`config.mk`:
```
export PLATFORM = sky130hd
export DESIGN_NAME = vga_mem_responder
export DESIGN_NICKNAME = d
export VERILOG_FILES = /design/src/rtl/vga_mem_responder.sv
export SDC_FILE = /design/constraint.sdc
export NUM_CORES = 1
export LEC_CHECK = 0
export BUFFER_PORTS_ARGS = -buffer_cell sky130_fd_sc_hd__buf_2
export CORE_ASPECT_RATIO = 1.75
export CORE_MARGIN = 3
export CORE_UTILIZATION = 60
export DETAILED_ROUTE_END_ITERATION = 8
export PLACE_DENSITY = 0.83
export SLEW_MARGIN = 20
export SYNTH_ARGS = -nofsm -noshare
export SYNTH_HDL_FRONTEND = slang
export SYNTH_SLANG_ARGS = --single-unit
```
`constraint.sdc`:
```
create_clock -name clock -period 20.1 [get_ports clock]
set_clock_uncertainty 0.15 [all_clocks]
set_input_delay 4.02 -clock clock [delete_from_list [all_inputs] [get_ports clock]]
set_output_delay 4.02 -clock clock [all_outputs]
set_load 0.02 [all_outputs]
```
`src/rtl/vga_mem_responder.sv`:
```
// Double-buffered frame memory arbiter: VGA scan-out reads (two-cycle latency,
// absolute priority) share one memory port with a 4-deep pixel write queue.
module vga_mem_responder #(
    parameter int LOG_MEM     = 36,
    parameter int LOG_HCOUNT  = 10,
    parameter int LOG_VCOUNT  = 10,
    parameter int LOG_ADDR    = 19,
    parameter int FRAME_WORDS = 153600
) (
    input  logic                  clock,
    input  logic                  reset,
    input  logic                  frame_flag,
    input  logic                  vga_flag,
    input  logic [LOG_HCOUNT-1:0] hcount,
    input  logic [LOG_VCOUNT-1:0] vcount,
    output logic [LOG_MEM-1:0]    vga_pixel,
    output logic                  done_vga,
    input  logic                  wr_req,
    input  logic [17:0]           wr_addr,
    input  logic [LOG_MEM-1:0]    wr_data,
    output logic                  wr_ready,
    output logic [LOG_ADDR-1:0]   mem_addr,
    output logic                  mem_we,
    output logic [LOG_MEM-1:0]    mem_wdata,
    input  logic [LOG_MEM-1:0]    mem_rdata,
    output logic                  display_buf,
    output logic                  err_addr
);

    localparam int WA_W  = 18;
    localparam int DEPTH = 4;

    localparam logic [LOG_HCOUNT-1:0] H_ACTIVE  = LOG_HCOUNT'(640);
    localparam logic [LOG_VCOUNT-1:0] V_ACTIVE  = LOG_VCOUNT'(480);
    localparam logic [LOG_ADDR-1:0]   BUF1_BASE = LOG_ADDR'(FRAME_WORDS);
    localparam logic [WA_W-1:0]       WA_LIMIT  = WA_W'(FRAME_WORDS);

    // Registered state
    logic                 display_buf_q, display_buf_d;
    logic                 swap_pending_q, swap_pending_d;
    logic                 err_addr_q, err_addr_d;
    logic                 rd_valid_q, rd_valid_d;
    logic                 rd_hit_q, rd_hit_d;
    logic                 done_q, done_d;
    logic [LOG_MEM-1:0]   vga_pixel_q, vga_pixel_d;
    logic [1:0]           head_q, head_d;
    logic [1:0]           tail_q, tail_d;
    logic [2:0]           count_q, count_d;
    logic [WA_W-1:0]      fifo_addr_q [DEPTH];
    logic [LOG_MEM-1:0]   fifo_data_q [DEPTH];

    // Combinational helpers
    logic                 rd_req;
    logic                 rd_hit;
    logic                 swap_now;
    logic                 buf_sel;
    logic                 push;
    logic                 pop;
    logic                 head_bad;
    logic [WA_W-1:0]      head_addr;
    logic [LOG_MEM-1:0]   head_data;
    logic [LOG_ADDR-1:0]  v_ext;
    logic [LOG_ADDR-1:0]  h_ext;
    logic [LOG_ADDR-1:0]  rd_offset;
    logic                 unused_hcount_lsb;

    function automatic logic [LOG_ADDR-1:0] buf_base(input logic sel);
        return sel ? BUF1_BASE : '0;
    endfunction

    assign unused_hcount_lsb = hcount[0];

    // Read decode and buffer swap; the (0,0) read that performs the swap
    // already addresses the new display buffer.
    always_comb begin
        rd_req    = vga_flag & ~reset;
        rd_hit    = rd_req && (hcount < H_ACTIVE) && (vcount < V_ACTIVE);
        swap_now  = rd_hit && (hcount == '0) && (vcount == '0)
                    && (swap_pending_q || frame_flag);
        buf_sel   = display_buf_q ^ swap_now;
        v_ext     = LOG_ADDR'(vcount);
        h_ext     = LOG_ADDR'(hcount[LOG_HCOUNT-1:1]);
        rd_offset = (v_ext << 8) + (v_ext << 6) + h_ext;  // vcount*320
    end

    // Write queue control; readiness depends only on registered occupancy.
    always_comb begin
        wr_ready  = ~reset && (count_q != 3'(DEPTH));
        push      = wr_req && wr_ready;
        pop       = ~reset && (count_q != '0) && ~rd_hit;
        head_addr = fifo_addr_q[head_q];
        head_data = fifo_data_q[head_q];
        head_bad  = head_addr >= WA_LIMIT;
        head_d    = head_q + 2'(pop);
        tail_d    = tail_q + 2'(push);
        count_d   = count_q + 3'(push) - 3'(pop);
    end

    // NOTE: every signal assigned in a combinational block gets a default at
    // the top, so no path can leave it unassigned and infer a latch.
    always_comb begin
        mem_we         = 1'b0;
        mem_addr       = '0;
        mem_wdata      = '0;
        err_addr_d     = err_addr_q;
        display_buf_d  = buf_sel;
        swap_pending_d = swap_now ? 1'b0 : (swap_pending_q | frame_flag);
        if (rd_hit) begin
            mem_addr = buf_base(buf_sel) + rd_offset;
        end else if (pop) begin
            if (head_bad) begin
                err_addr_d = 1'b1;
            end else begin
                mem_we    = 1'b1;
                mem_addr  = buf_base(~buf_sel) + LOG_ADDR'(head_addr);
                mem_wdata = head_data;
            end
        end
    end

    // Read return pipeline: address in t, data in t+1, result visible in t+2.
    always_comb begin
        rd_valid_d  = rd_req;
        rd_hit_d    = rd_hit;
        done_d      = rd_valid_q;
        vga_pixel_d = vga_pixel_q;
        if (rd_valid_q) begin
            vga_pixel_d = rd_hit_q ? mem_rdata : '0;
        end
    end

    // NOTE: state flops use non-blocking assignments so every flop samples
    // the pre-edge values of the others, regardless of statement order.
    always_ff @(posedge clock) begin
        if (reset) begin
            display_buf_q  <= 1'b0;
            swap_pending_q <= 1'b0;
            err_addr_q     <= 1'b0;
            rd_valid_q     <= 1'b0;
            rd_hit_q       <= 1'b0;
            done_q         <= 1'b0;
            vga_pixel_q    <= '0;
            head_q         <= '0;
            tail_q         <= '0;
            count_q        <= '0;
        end else begin
            display_buf_q  <= display_buf_d;
            swap_pending_q <= swap_pending_d;
            err_addr_q     <= err_addr_d;
            rd_valid_q     <= rd_valid_d;
            rd_hit_q       <= rd_hit_d;
            done_q         <= done_d;
            vga_pixel_q    <= vga_pixel_d;
            head_q         <= head_d;
            tail_q         <= tail_d;
            count_q        <= count_d;
        end
    end

    // NOTE: queue storage is not reset; the pointers and occupancy alone
    // decide which entries are live, so stale contents are never observed.
    always_ff @(posedge clock) begin
        if (push) begin
            fifo_addr_q[tail_q] <= wr_addr;
            fifo_data_q[tail_q] <= wr_data;
        end
    end

    assign done_vga    = done_q & ~reset;
    assign vga_pixel   = reset ? '0 : vga_pixel_q;
    assign display_buf = display_buf_q & ~reset;
    assign err_addr    = err_addr_q & ~reset;

endmodule

```
=== After elaboration in Yosys (flattened, before gate mapping) ===
Memory sizes are Yosys's and may differ from the RTL's. A register that Yosys moved wholly into a read port is not among the register bits.
Index checks and enable logic that the tools add are counted.
Widths: inputs -> output; s select.

* Bits in registers: 49
* Memory bits (writable): 216
* Input port bits: 115
* Output and inout bits: 96
* Logic and storage cells: 64
* Memories: 2

{| class="wikitable"
|+ Memories
! name !! depth !! bits a word !! read ports !! clocked after Yosys merged registers in !! wr ports !! RTL line !! text
|-
| fifo_data_q || 4 || 36 || 1 || 1 || 1 || 50 || <nowiki>logic [LOG_MEM-1:0] fifo_data_q [DEPTH];</nowiki>
|-
| fifo_addr_q || 4 || 18 || 1 || 1 || 1 || 49 || <nowiki>logic [WA_W-1:0] fifo_addr_q [DEPTH];</nowiki>
|}

* Add/sub/neg operators: 8
* $lt $le $gt $ge: 3
* Equality and inequality tests: 1
* Multiplexer cells: 17
* Bitwise logic cells: 8
* Reductions and logical operators: 15

{| class="wikitable"
|+ Operators with widths
! operator !! number
|-
| $mux 36 || 5
|-
| $mux 19 || 3
|-
| $mux 18 || 2
|-
| $logic_not 10->1 || 2
|-
| $add 18x16->19 || 1
|-
| $add 18x18->19 || 1
|-
| $add 18x19->19 || 1
|-
| $add 19x9->19 || 1
|-
| $ge 18x18->1 const B || 1
|-
| $lt 10x10->1 const B || 1
|-
| $lt 10x9->1 const B || 1
|-
| $logic_and 1x1->1 || 9
|-
| $mux 1 || 5
|-
| $add 2x1->2 || 2
|-
| $and 1x1->1 || 4
|-
| $mux 2 || 2
|-
| $add 3x1->3 || 1
|-
| $ne 3x3->1 const B || 1
|-
| $reduce_and 3->1 || 1
|-
| $reduce_bool 3->1 || 1
|-
| $sub 3x1->3 || 1
|-
| $not 1->1 || 2
|-
| $reduce_or 2->1 || 1
|-
| $logic_or 1x1->1 || 1
|-
| other kinds (2) || 2
|}

=== Longest topological paths before layout ===
* Word-level depth: 13
* Mapped depth: 15
* Depth with buffers taken out: 13

=== Worst setup path after synthesis ===
OpenSTA, ideal clock, no wires.

* Path kind: input -> output
* From: in reset
* To: out mem_addr[17]
* Data arrival time: 7160 ps
* Path slack: 8770 ps
* Stages: 14
* Path through: buf_2 -> nor3b_2 -> nand3_1 -> o31a_1 -> nor2_4 -> inv_4 -> fa_1 -> ha_1 -> nand2_1 -> o21ai_0 -> o41ai_1 -> o21ai_0 -> xnor2_1 -> o22ai_1

* Cells in the longest elaborated chain, start to end: 13

{| class="wikitable"
|+ RTL lines
! element !! RTL line !! text
|-
| start, declared || 11 || <nowiki>input logic reset,</nowiki>
|-
| $not 1->1 * || 76 || <nowiki>rd_req = vga_flag & ~reset;</nowiki>
|-
| $and 1x1->1 * || 76 ||
|-
| $logic_and 1x1->1 * (2 in a row) || 77 || <nowiki>rd_hit = rd_req && (hcount < H_ACTIVE) && (vcount < V_ACTIVE);</nowiki>
|-
| $logic_and 1x1->1 * (2 in a row) || 78 || <nowiki>swap_now = rd_hit && (hcount == '0) && (vcount == '0)</nowiki>
|-
| $logic_and 1x1->1 * || 79 || <nowiki>&& (swap_pending_q || frame_flag);</nowiki>
|-
| $xor 1x1->1 * || 80 || <nowiki>buf_sel = display_buf_q ^ swap_now;</nowiki>
|-
| via buf_sel || 56 || <nowiki>logic buf_sel;</nowiki>
|-
| $mux 18 || 68 || <nowiki>return sel ? BUF1_BASE : '0;</nowiki>
|-
| $add 18x18->19 || 115 || <nowiki>mem_addr = buf_base(~buf_sel) + LOG_ADDR'(head_addr);</nowiki>
|-
| $mux 19 || 111 || <nowiki>if (head_bad) begin</nowiki>
|-
| $mux 19 || 110 || <nowiki>end else if (pop) begin</nowiki>
|-
| $mux 19 * || 108 || <nowiki>if (rd_hit) begin</nowiki>
|-
| end, declared || 22 || <nowiki>output logic [LOG_ADDR-1:0] mem_addr,</nowiki>
|}

The timed path passes the listed nets; every way through them passes the cells marked *.

=== Final worst setup path ===
* From: in hcount[7]
* To: out mem_addr[17]

* Cells in the longest elaborated chain, start to end: 12

{| class="wikitable"
|+ RTL lines
! element !! RTL line !! text
|-
| start, declared || 14 || <nowiki>input logic [LOG_HCOUNT-1:0] hcount,</nowiki>
|-
| $lt 10x10->1 || 77 ||
|-
| $logic_and 1x1->1 (2 in a row) || 77 ||
|-
| $logic_and 1x1->1 * (2 in a row) || 78 ||
|-
| $logic_and 1x1->1 * || 79 ||
|-
| $xor 1x1->1 * || 80 ||
|-
| via buf_sel || 56 ||
|-
| $mux 18 || 68 ||
|-
| $add 18x18->19 || 115 ||
|-
| $mux 19 || 111 ||
|-
| $mux 19 || 110 ||
|-
| $mux 19 * || 108 ||
|}

Marks and branches as above.

==> results.sh <==
export IMPL_status="completed"
export IMPL_nNetsFinal=1068
export IMPL_dp_cells=1134
export IMPL_maxCapViolations=0
export IMPL_track_usage=0.2289
export IMPL_multiInputGateArea_um2=3586
export IMPL_hold_end="swap_pending_q"
export IMPL_drive_gt1_frac=0.3528
export IMPL_antenna_found_initial=7
export IMPL_vias=6842
export IMPL_viasPerCell=5.798
export IMPL_yosysWarnings=0
export IMPL_final_antenna_net_count=0
export IMPL_worstPathMaxFanout=12
export IMPL_grt_pass1_vias=6990
export IMPL_drv_slew=0
export IMPL_grt_max_degree=88
export IMPL_wl_per_cell_um=19.74
export IMPL_ir_drop_v=0.00009981
export IMPL_synth_top_area_share=0.5754
export IMPL_powerDensity_nw_per_um2=106.2
export IMPL_drc=0
export IMPL_setup_tns_ns=0
export IMPL_period_share=0.6079
export IMPL_r2r_cells=7
export IMPL_setup_viol=0
export IMPL_layout_min_cycle_time_ns=12.22
export IMPL_yosysUniqueCellTypes=50
export IMPL_place_detailed_hpwl_um=14810
export IMPL_clock_fmax_mhz=81.84
export IMPL_die_w_um=109.6
export IMPL_areaGrowthSynthToFinish_pct=18.20
export IMPL_syn_area_per_cell_um2=15.66
export IMPL_numClockSinks=265
export IMPL_synth_nets=863
export IMPL_cp_start_kind="input pin"
export IMPL_hold_viol_final=0
export IMPL_cp_arrival_ns=8.05
export IMPL_synth_largest_area_cell="edfxtp_1"
export IMPL_p_leak_nw=5.160
export IMPL_cp_required_ns=15.93
export IMPL_seq_area_frac_synth=0.6624
export IMPL_worstHoldStart="swap_pending_q"
export IMPL_rsz0062_at_grt="no"
export IMPL_final_seq_area_um2=7472
export IMPL_dieArea_um2=20530
export IMPL_design_area_um2=13330
export IMPL_clockRootBuffer="clkbuf_16"
export IMPL_worstSkewPairLatency_ns=0.50
export IMPL_hold_class="reg -> reg"
export IMPL_syn_cell_area_um2=11270
export IMPL_netlist_instances=720
export IMPL_core_area_um2=18220
export IMPL_cts_buffers=23
export IMPL_post_cts_buffers=0
export IMPL_die_y_um=187.3
export IMPL_max_slew_margin_rel=0.4418
export IMPL_tightest_slew_ns=0.8373
export IMPL_reg2reg_to="err_addr_q"
export IMPL_ys_ff_latch=265
export IMPL_synth_edff_count=216
export IMPL_grt_pass1_wl_um=36240
export IMPL_place_area_um2=12510
export IMPL_rows=65
export IMPL_ctsHtreeMaxLevel=1
export IMPL_final_cell_count_no_fill=1180
export IMPL_reg2reg_from="head_q[1]"
export IMPL_worstSetupEndpointType="output port"
export IMPL_r2r_setup_slack_ns=17.28
export IMPL_synth_top_cells_by_count="edfxtp_1, nor2b_1, mux4_2"
export IMPL_clk_pin_slew_worst_paths_ns=0.06
export IMPL_clk_path_buf_depth=3
export IMPL_fillerInstances=1177
export IMPL_holdPathStages=2
export IMPL_overflow=0
export IMPL_drt_iter0_drc=561
export IMPL_synth_async_sr_flop_share=0
export IMPL_routabilityCongestion=0.8478
export IMPL_drt_wl_total_um=23290
export IMPL_hold_buffers=0
export IMPL_critPathKind="in -> out"
export IMPL_numPortBuffers=210
export IMPL_ctsResizeCount=0
export IMPL_ios=211
export IMPL_start_util=0.6188
export IMPL_ys_flop_type="edfxtp_1"
export IMPL_post_synth_top_count_cell="edfxtp_1"
export IMPL_synthTopCellsByArea="edfxtp_1, mux4_2, dfxtp_1"
export IMPL_first_pass_iters=4
export IMPL_cts_tree="yes"
worst max path at each step:
stage | from | end | cells past startpoint
final | hcount[7] | mem_addr[17] | 15
after floorplan | reset | mem_addr[17] | 14
after detailed placement | hcount[7] | mem_addr[17] | 15
after CTS | hcount[7] | mem_addr[17] | 15
after global placement | hcount[7] | mem_addr[17] | 15
after global routing | hcount[7] | mem_addr[18] | 13
report_power, final:
part | switching, mW | leakage (nW) | internal [mW] | total, mW
registers | 0.0174 | 2.36 | 0.619 | 0.637
logic | 0.178 | 2.41 | 0.138 | 0.317
clock network | 0.186 | 0.389 | 0.275 | 0.461
metal layers:
metal,GRT usage,part of all wire
met5,0,0.0012
met3,0.05009,0.083
met4,0.09169,0.040
met2,0.3988,0.52
met1,0.2713,0.36
cell families after synthesis:
group / after synthesis / share of synthesized area
adders and majority gates: 28 / 0.03374
AOI/OAI and AO/OA: 89 / 0.05128
buffers and inverters: 48 / 0.02098
DFF: 265 / 0.6624
muxes: 57 / 0.1095
xor gates and xnor gates: 21 / 0.01632
and+or+nand+nor: 212 / 0.1058
worst max-delay path: stages:
cell	delay [ns]
buf_2	0.11
o21ai_0	0.25
nand3_1	0.48
o31a_1	0.55
nor2_4	0.30
inv_4	0.12
fa_1	0.45
ha_1	0.36
nand2_1	0.07
o21ai_0	0.11
o41ai_1	0.49
o21ai_0	0.22
xnor2_1	0.16
o22ai_1	0.15
buf_2	0.20
final cells by class:
type | count | area share
Clock buffer | 25 | 0.04376
Multi-Input combinational cell | 407 | 0.2691
Antenna cell | 5 | 0.0009390
Timing Repair Buffer | 221 | 0.08507
Tap cell | 234 | 0.02197
Inverter | 7 | 0.002254
Sequential cell | 265 | 0.5608
Clock inverter | 16 | 0.01615
flip-flops by register name (all words and copies together) (netlist names):
register	count
count_q	3
display_buf_q	1
done_d	1
done_q	1
err_addr_q	1
fifo_addr_q	72
fifo_data_q	144
head_q	2
rd_hit_q	1
swap_pending_q	1
tail_q	2
vga_pixel_q	36
layout by cell type, fill, tap and decap left out, types with 3 or more instances in the layout:
cell type	count
a21o_1	4
a21oi_1	45
a22o_1	10
and3_1	37
buf_2	210
buf_4	11
bufinv_16	5
clkbuf_16	23
clkinv_2	6
dfxtp_1	47
diode_2	5
edfxtp_1	216
fa_1	4
ha_1	24
inv_1	5
mux2i_1	3
mux4_2	53
nand2_1	17
nand4_1	3
nor2_1	51
nor2b_1	80
nor3_1	6
nor3b_2	3
nor4_1	5
o21ai_0	8
o21ai_2	3
o22ai_1	5
xnor2_1	14
xor2_1	7
stage by stage:
step                      hold slack (ns)  worst slack, ns  power, mW    util
after global placement             0.3360            7.921     0.9633  0.6870
after floorplan                    0.3111            8.770     0.8832       -
final                              0.3472            7.881      1.414  0.7315
after global routing               0.3620            7.549      1.476  0.7315
after detailed placement           0.3404            7.885     0.9678  0.6870
after CTS                          0.3486            7.882      1.430  0.7308
Note: power is estimated with default switching activity, not from simulation.
